--- src/rtl/pcs_rx_descramble_lock_if.sv ---
// 64b/66b RX block bus: gearbox-side blocks in, descrambled locked blocks out.
// The master drives rx_*, the slave (lock/descrambler) drives out_* and status.
interface pcs_rx_descramble_lock_if #(
  parameter int DW = 64,
  parameter int HW = 2
);
  logic [DW-1:0] rx_data;
  logic [HW-1:0] rx_hdr;
  logic          rx_valid;
  logic [DW-1:0] out_data;
  logic [HW-1:0] out_hdr;
  logic          out_valid;
  logic          out_hdr_err;
  logic          block_lock;
  logic          bitslip;

  modport master (
    output rx_data,
    output rx_hdr,
    output rx_valid,
    input  out_data,
    input  out_hdr,
    input  out_valid,
    input  out_hdr_err,
    input  block_lock,
    input  bitslip
  );

  modport slave (
    input  rx_data,
    input  rx_hdr,
    input  rx_valid,
    output out_data,
    output out_hdr,
    output out_valid,
    output out_hdr_err,
    output block_lock,
    output bitslip
  );
endinterface

--- src/rtl/pcs_rx_descramble_lock.sv ---
// RX 64b/66b block path: sync-header check, block-lock FSM with bitslip,
// and x^58+x^39+1 self-synchronizing descrambler.
module pcs_rx_descramble_lock #(
  parameter int          DATA_WIDTH    = 64,
  parameter int          HDR_WIDTH     = 2,
  parameter logic [57:0] LFSR_INIT     = {58{1'b1}},
  parameter int          LOCK_COUNT    = 64,
  parameter int          UNLOCK_WINDOW = 64,
  parameter int          UNLOCK_BAD    = 16,
  parameter int          SLIP_HOLDOFF  = 4
) (
  input  logic                        clk,
  input  logic                        rst,
  pcs_rx_descramble_lock_if.slave     bus
);

  localparam int SHW = $clog2(LOCK_COUNT + 1);
  localparam int WNW = $clog2(UNLOCK_WINDOW + 1);
  localparam int BDW = $clog2(UNLOCK_BAD + 1);
  localparam int SLW = $clog2(SLIP_HOLDOFF + 1);
  localparam int HIW = 58;

  localparam logic [SHW-1:0] SH_TERM   = SHW'(LOCK_COUNT);
  localparam logic [WNW-1:0] WIN_TERM  = WNW'(UNLOCK_WINDOW);
  localparam logic [BDW-1:0] BAD_TERM  = BDW'(UNLOCK_BAD);
  localparam logic [SLW-1:0] SLIP_TERM = SLW'(SLIP_HOLDOFF);

  typedef enum logic [1:0] {
    HUNT,
    SLIP,
    LOCKED
  } state_e;

  state_e                  state_q;
  logic [SHW-1:0]          sh_cnt_q;
  logic [WNW-1:0]          win_cnt_q;
  logic [BDW-1:0]          bad_cnt_q;
  logic [SLW-1:0]          slip_cnt_q;
  logic [HIW-1:0]          hist_q;
  logic [HIW-1:0]          hist_d;

  logic [DATA_WIDTH-1:0]   out_data_q;
  logic [HDR_WIDTH-1:0]    out_hdr_q;
  logic                    out_valid_q;
  logic                    out_hdr_err_q;
  logic                    block_lock_q;
  logic                    bitslip_q;

  logic                    hdr_ok;
  logic [SHW-1:0]          sh_nxt;
  logic [WNW-1:0]          win_nxt;
  logic [BDW-1:0]          bad_nxt;
  logic [SLW-1:0]          slip_nxt;
  logic [DATA_WIDTH+HIW-1:0] ext;
  logic [DATA_WIDTH-1:0]   descr;

  // ext[j] is the scrambled stream with history at the bottom:
  // input bit i sits at ext[i+58], so S(i-39)=ext[i+19], S(i-58)=ext[i].
  always_comb begin
    ext    = {bus.rx_data, hist_q};
    descr  = '0;
    for (int i = 0; i < DATA_WIDTH; i++) begin
      descr[i] = bus.rx_data[i] ^ ext[i+19] ^ ext[i];
    end
    hist_d = bus.rx_data[DATA_WIDTH-1:DATA_WIDTH-HIW];
  end

  always_comb begin
    hdr_ok   = ^bus.rx_hdr;
    sh_nxt   = sh_cnt_q + SHW'(1);
    win_nxt  = win_cnt_q + WNW'(1);
    bad_nxt  = bad_cnt_q + BDW'(!hdr_ok);
    slip_nxt = slip_cnt_q + SLW'(1);
  end

  always_ff @(posedge clk) begin
    if (rst) begin
      state_q       <= HUNT;
      sh_cnt_q      <= '0;
      win_cnt_q     <= '0;
      bad_cnt_q     <= '0;
      slip_cnt_q    <= '0;
      hist_q        <= LFSR_INIT;
      out_data_q    <= '0;
      out_hdr_q     <= '0;
      out_valid_q   <= 1'b0;
      out_hdr_err_q <= 1'b0;
      block_lock_q  <= 1'b0;
      bitslip_q     <= 1'b0;
    end else begin
      out_valid_q   <= 1'b0;
      out_hdr_err_q <= 1'b0;
      bitslip_q     <= 1'b0;
      if (bus.rx_valid) begin
        hist_q        <= hist_d;
        out_data_q    <= descr;
        out_hdr_q     <= bus.rx_hdr;
        out_valid_q   <= (state_q == LOCKED);
        out_hdr_err_q <= (state_q == LOCKED) && !hdr_ok;
        unique case (state_q)
          HUNT: begin
            if (hdr_ok) begin
              if (sh_nxt == SH_TERM) begin
                state_q      <= LOCKED;
                block_lock_q <= 1'b1;
                sh_cnt_q     <= '0;
                win_cnt_q    <= '0;
                bad_cnt_q    <= '0;
              end else begin
                sh_cnt_q <= sh_nxt;
              end
            end else begin
              state_q    <= SLIP;
              bitslip_q  <= 1'b1;
              sh_cnt_q   <= '0;
              slip_cnt_q <= '0;
            end
          end
          SLIP: begin
            if (slip_nxt == SLIP_TERM) begin
              state_q    <= HUNT;
              sh_cnt_q   <= '0;
              slip_cnt_q <= '0;
            end else begin
              slip_cnt_q <= slip_nxt;
            end
          end
          LOCKED: begin
            // Losing lock takes priority over a window rollover.
            if (bad_nxt == BAD_TERM) begin
              state_q      <= SLIP;
              block_lock_q <= 1'b0;
              bitslip_q    <= 1'b1;
              slip_cnt_q   <= '0;
              win_cnt_q    <= '0;
              bad_cnt_q    <= '0;
            end else if (win_nxt == WIN_TERM) begin
              win_cnt_q <= '0;
              bad_cnt_q <= '0;
            end else begin
              win_cnt_q <= win_nxt;
              bad_cnt_q <= bad_nxt;
            end
          end
          default: begin
            state_q      <= HUNT;
            block_lock_q <= 1'b0;
            sh_cnt_q     <= '0;
          end
        endcase
      end
    end
  end

  assign bus.out_data    = out_data_q;
  assign bus.out_hdr     = out_hdr_q;
  assign bus.out_valid   = out_valid_q;
  assign bus.out_hdr_err = out_hdr_err_q;
  assign bus.block_lock  = block_lock_q;
  assign bus.bitslip     = bitslip_q;

endmodule

--- src/flat_wrapper.sv ---
// flat-port wrapper written by rule: the top's interface ports become plain ports
module pcs_rx_descramble_lock_flat 
#(
  parameter int          DATA_WIDTH    = 64,
  parameter int          HDR_WIDTH     = 2,
  parameter logic [57:0] LFSR_INIT     = {58{1'b1}},
  parameter int          LOCK_COUNT    = 64,
  parameter int          UNLOCK_WINDOW = 64,
  parameter int          UNLOCK_BAD    = 16,
  parameter int          SLIP_HOLDOFF  = 4
)
  (clk, rst, bus_rx_data, bus_rx_hdr, bus_rx_valid, bus_out_data, bus_out_hdr, bus_out_valid, bus_out_hdr_err, bus_block_lock, bus_bitslip);
  pcs_rx_descramble_lock_if bus_i ();
  input  logic clk;
  input  logic rst;
  input wire logic [$bits(bus_i.rx_data)-1:0] bus_rx_data;
  input wire logic [$bits(bus_i.rx_hdr)-1:0] bus_rx_hdr;
  input wire logic [$bits(bus_i.rx_valid)-1:0] bus_rx_valid;
  output wire logic [$bits(bus_i.out_data)-1:0] bus_out_data;
  output wire logic [$bits(bus_i.out_hdr)-1:0] bus_out_hdr;
  output wire logic [$bits(bus_i.out_valid)-1:0] bus_out_valid;
  output wire logic [$bits(bus_i.out_hdr_err)-1:0] bus_out_hdr_err;
  output wire logic [$bits(bus_i.block_lock)-1:0] bus_block_lock;
  output wire logic [$bits(bus_i.bitslip)-1:0] bus_bitslip;
  assign bus_i.rx_data = bus_rx_data;
  assign bus_i.rx_hdr = bus_rx_hdr;
  assign bus_i.rx_valid = bus_rx_valid;
  assign bus_out_data = bus_i.out_data;
  assign bus_out_hdr = bus_i.out_hdr;
  assign bus_out_valid = bus_i.out_valid;
  assign bus_out_hdr_err = bus_i.out_hdr_err;
  assign bus_block_lock = bus_i.block_lock;
  assign bus_bitslip = bus_i.bitslip;
  pcs_rx_descramble_lock #(.DATA_WIDTH(DATA_WIDTH), .HDR_WIDTH(HDR_WIDTH), .LFSR_INIT(LFSR_INIT), .LOCK_COUNT(LOCK_COUNT), .UNLOCK_WINDOW(UNLOCK_WINDOW), .UNLOCK_BAD(UNLOCK_BAD), .SLIP_HOLDOFF(SLIP_HOLDOFF)) u_core (.clk(clk), .rst(rst), .bus(bus_i));
endmodule
--- config.mk ---
export PLATFORM = sky130hd
export DESIGN_NAME = pcs_rx_descramble_lock_flat
export DESIGN_NICKNAME = d
export VERILOG_FILES = /design/src/rtl/pcs_rx_descramble_lock_if.sv /design/src/rtl/pcs_rx_descramble_lock.sv /design/src/flat_wrapper.sv
export SDC_FILE = /design/constraint.sdc
export NUM_CORES = 1
export LEC_CHECK = 0
export ABC_CLOCK_PERIOD_IN_PS = 3360
export BUFFER_PORTS_ARGS = -buffer_cell sky130_fd_sc_hd__buf_2
export CORE_MARGIN = 2
export CORE_UTILIZATION = 55
export DETAILED_ROUTE_END_ITERATION = 8
export PLACE_DENSITY = 0.84
export SETUP_SLACK_MARGIN = 0.3
export SKIP_LAST_GASP = 1
export SLEW_MARGIN = 25
export SYNTH_ARGS = -nofsm -noshare
export SYNTH_HDL_FRONTEND = slang
export SYNTH_SLANG_ARGS = --single-unit
--- constraint.sdc ---
create_clock -name clk -period 3.36 [get_ports clk]
set_clock_uncertainty 0.2 [all_clocks]
set_input_delay 0.336 -clock clk [delete_from_list [all_inputs] [get_ports clk]]
set_output_delay 0.336 -clock clk [all_outputs]
set_load 0.03 [all_outputs]
==> reports/results.ini <==
[status]
status=finished clean

[die]
pin_count=139
dieArea_um2=13700
die_w_um=117
start_util=0.561
die_y_um=117
design.core.area_um2=12600
rows=41

[worst_hold_path]
hold_path.class=primary input to register
worstHoldEndpoint=u_core.hist_q[2]$_SDFFE_PP1P_
whs_path_depth=3
hold_start=bus_rx_data[8]

[worst_setup_path]
crit_top_cell=ha_1
setup.worst_path.start_class=primary input
r2r_slack_ps=760
r2r-end=u_core.slip_cnt_q[0]$_SDFFE_PP0P_
cp_num_buf_inv=2
r2r-start=u_core.bad_cnt_q[0]$_SDFFE_PP0P_
crit_type=primary input to register
reg2reg_depth=7
cp_max_fo=4
worstPathCellList=buf_2 > xor2_2 > inv_2 > ha_1 > ha_1 > or2_2 > a2111oi_4 > nand3_1 > o21ai_0 > a41oi_1
arrival_ps=2760
required_ps=3450
crit_path_end_kind=register
slowest_stage=a2111oi_4
crit_path_max_incr_delay_ps=390
crit_family=compound AO/OA/AOI/OAI gates

[cts]
numCtsBuffers=17
root_buffer=clkbuf_16
ctsResizeCount=0
cts_setup_buffers=0
htree_levels=4
clk_latency_ps=420
cts.path.max_buffers=2
cts_tree=done
clkTransAtPathRegs_ps=60
cts_sinks=152

[final_layout]
final_area_um2=8980
regArea_um2=3040
multiInputGateArea_um2=3810
syn_to_final_growth_pct=27.3
most-common-layout-cells=dfxtp_1, buf_2, xnor2_1
final_cells=1080
antenna_cells=0
fillCellCount=885
layout_commonest_cell=dfxtp_1
drive_gt1_frac=0.211
layout.nets=970

[sta]
rsz0062_at_grt=false
max_slew_margin=0.411
period_minus_slack_ps=2670
hold_ws_ps=9.52
tightest_slew_ps=883
final_hold_viol_count=0
min_period_over_period=0.795
finalSetupViolations=0
drv_slew=0
max_freq_mhz=375
setup-tns-final_ps=0

[place]
placed_cells=997
placed_area_um2=7830
gp_congestion=0.843
dp.final_hpwl_mm=11.4
io_buffer_count=138

[synth]
syn_area_per_cell_um2=9.81
ys_ff_latch=152
yosysWarnings=0
synthesis.nets=794
synthCells=719
synthArstFlopShare=0
yosysUniqueCellTypes=56
syn_area_um2=7060
synth_edf_count=0
synth_flop_cell=dfxtp_1
ys_seq_area_frac=0.431

[grt]
grt_max_degree=64
grt_pass1_wl_mm=28.2
antenna_found_initial=0
track_usage=0.267
grt_pass1_vias=5696
grt_overflow_total=0

[routing]
vias=5700
dr.first_iter.drc_count=335
via_per_inst=5.28
antenna_left=0
first_pass_iters=4
wl_per_cell_um=16.6
drc=0
routed_wl_mm=18.0

[power]
power_density_nw_per_um2=547
power_leakage_uw=0.00402
vdd_drop_max_mv=0.395

[run]
drv_cap=0

report_power, final:
group	internal, uW	switching [uW]	leakage, uW
clock network	1180	807	0.000291
registers	1930	96.1	0.00125
logic	389	506	0.00247
total	3500	1410	0.00402
cells in the mapped netlist (all sizes together) (6+ instances only):
cell type	count	share of area
a21oi	8	0.0057
buf	9	0.0094
clkbuf	28	0.015
dfxtp	152	0.43
ha	6	0.011
inv	8	0.0043
mux2i	127	0.18
nand2	77	0.041
nand3	21	0.015
nor2	74	0.039
o21ai	10	0.0071
xnor2	130	0.16
worst min-delay path, delay by kind of cell:
family	cells	cell delay (ps)
buf+inv	1	130
mux	1	80
simple gates	1	60
state kept, by name, summed over array words and instances (netlist names), 2 cells and up:
name                 flops
u_core.bad_cnt_q         5
u_core.bus.out_data     64
u_core.bus.out_hdr       2
u_core.hist_q           58
u_core.sh_cnt_q          7
u_core.slip_cnt_q        3
u_core.state_q           2
u_core.win_cnt_q         7
how the worst max path moves through the flow:
stage	from	to	slack (ps)	depth (start not counted)
3_5_place_dp	bus_rx_hdr[1]	u_core.bad_cnt_q[2]$_SDFFE_PP0P_	320	10
3_3_place_gp	bus_rx_hdr[1]	u_core.slip_cnt_q[0]$_SDFFE_PP0P_	360	10
4_1_cts	bus_rx_hdr[1]	u_core.bad_cnt_q[2]$_SDFFE_PP0P_	740	10
6_report	bus_rx_hdr[1]	u_core.slip_cnt_q[0]$_SDFFE_PP0P_	690	10
5_1_grt	bus_rx_hdr[1]	u_core.slip_cnt_q[0]$_SDFFE_PP0P_	530	10
2_1_floorplan	bus_rx_hdr[1]	u_core.slip_cnt_q[0]$_SDFFE_PP0P_	610	9
cell families (layout without fill, tap and decap cells):
logic type | after synthesis | in the layout | synth area share
mux | 127 | 127 | 0.180
fa+ha+maj | 6 | 6 | 0.0106
simple gates | 205 | 205 | 0.128
buf+inv | 45 | 234 | 0.0286
compound gates | 50 | 50 | 0.0537
flops | 152 | 152 | 0.431
xor+xnor | 134 | 134 | 0.167
layer usage:
layer / GRT usage / up-vias / wire (um)
li1: - / 2787 / -
met1: 0.341 / 2669 / 7990
met2: 0.412 / 193 / 8230
met3: 0.0788 / 51 / 1100
met4: 0.134 / 0 / 629
met5: 0 / - / 0
timing repair:
item	4_1_cts	5_1_grt
hold buffers	50	0
setup endpoints to repair	0	0
hold endpoints to repair	50	0
final cells by class:
type / count / share of cell area
Multi-Input combinational cell: 522 / 0.424
Sequential cell: 152 / 0.339
Timing Repair Buffer: 194 / 0.141
Clock buffer: 17 / 0.0474
Tap cell: 172 / 0.0240
Clock inverter: 15 / 0.0213
Inverter: 8 / 0.00334
stage by stage:
stage	utilization	setup WS, ps	total power (uW)
global route	0.714	528	5090
detailed placement	0.623	321	2880
floorplan	-	610	2650
global placement	0.623	363	2870
finish	0.714	690	4910
CTS	0.712	738	4910
Power figures use the tool's default switching activity.
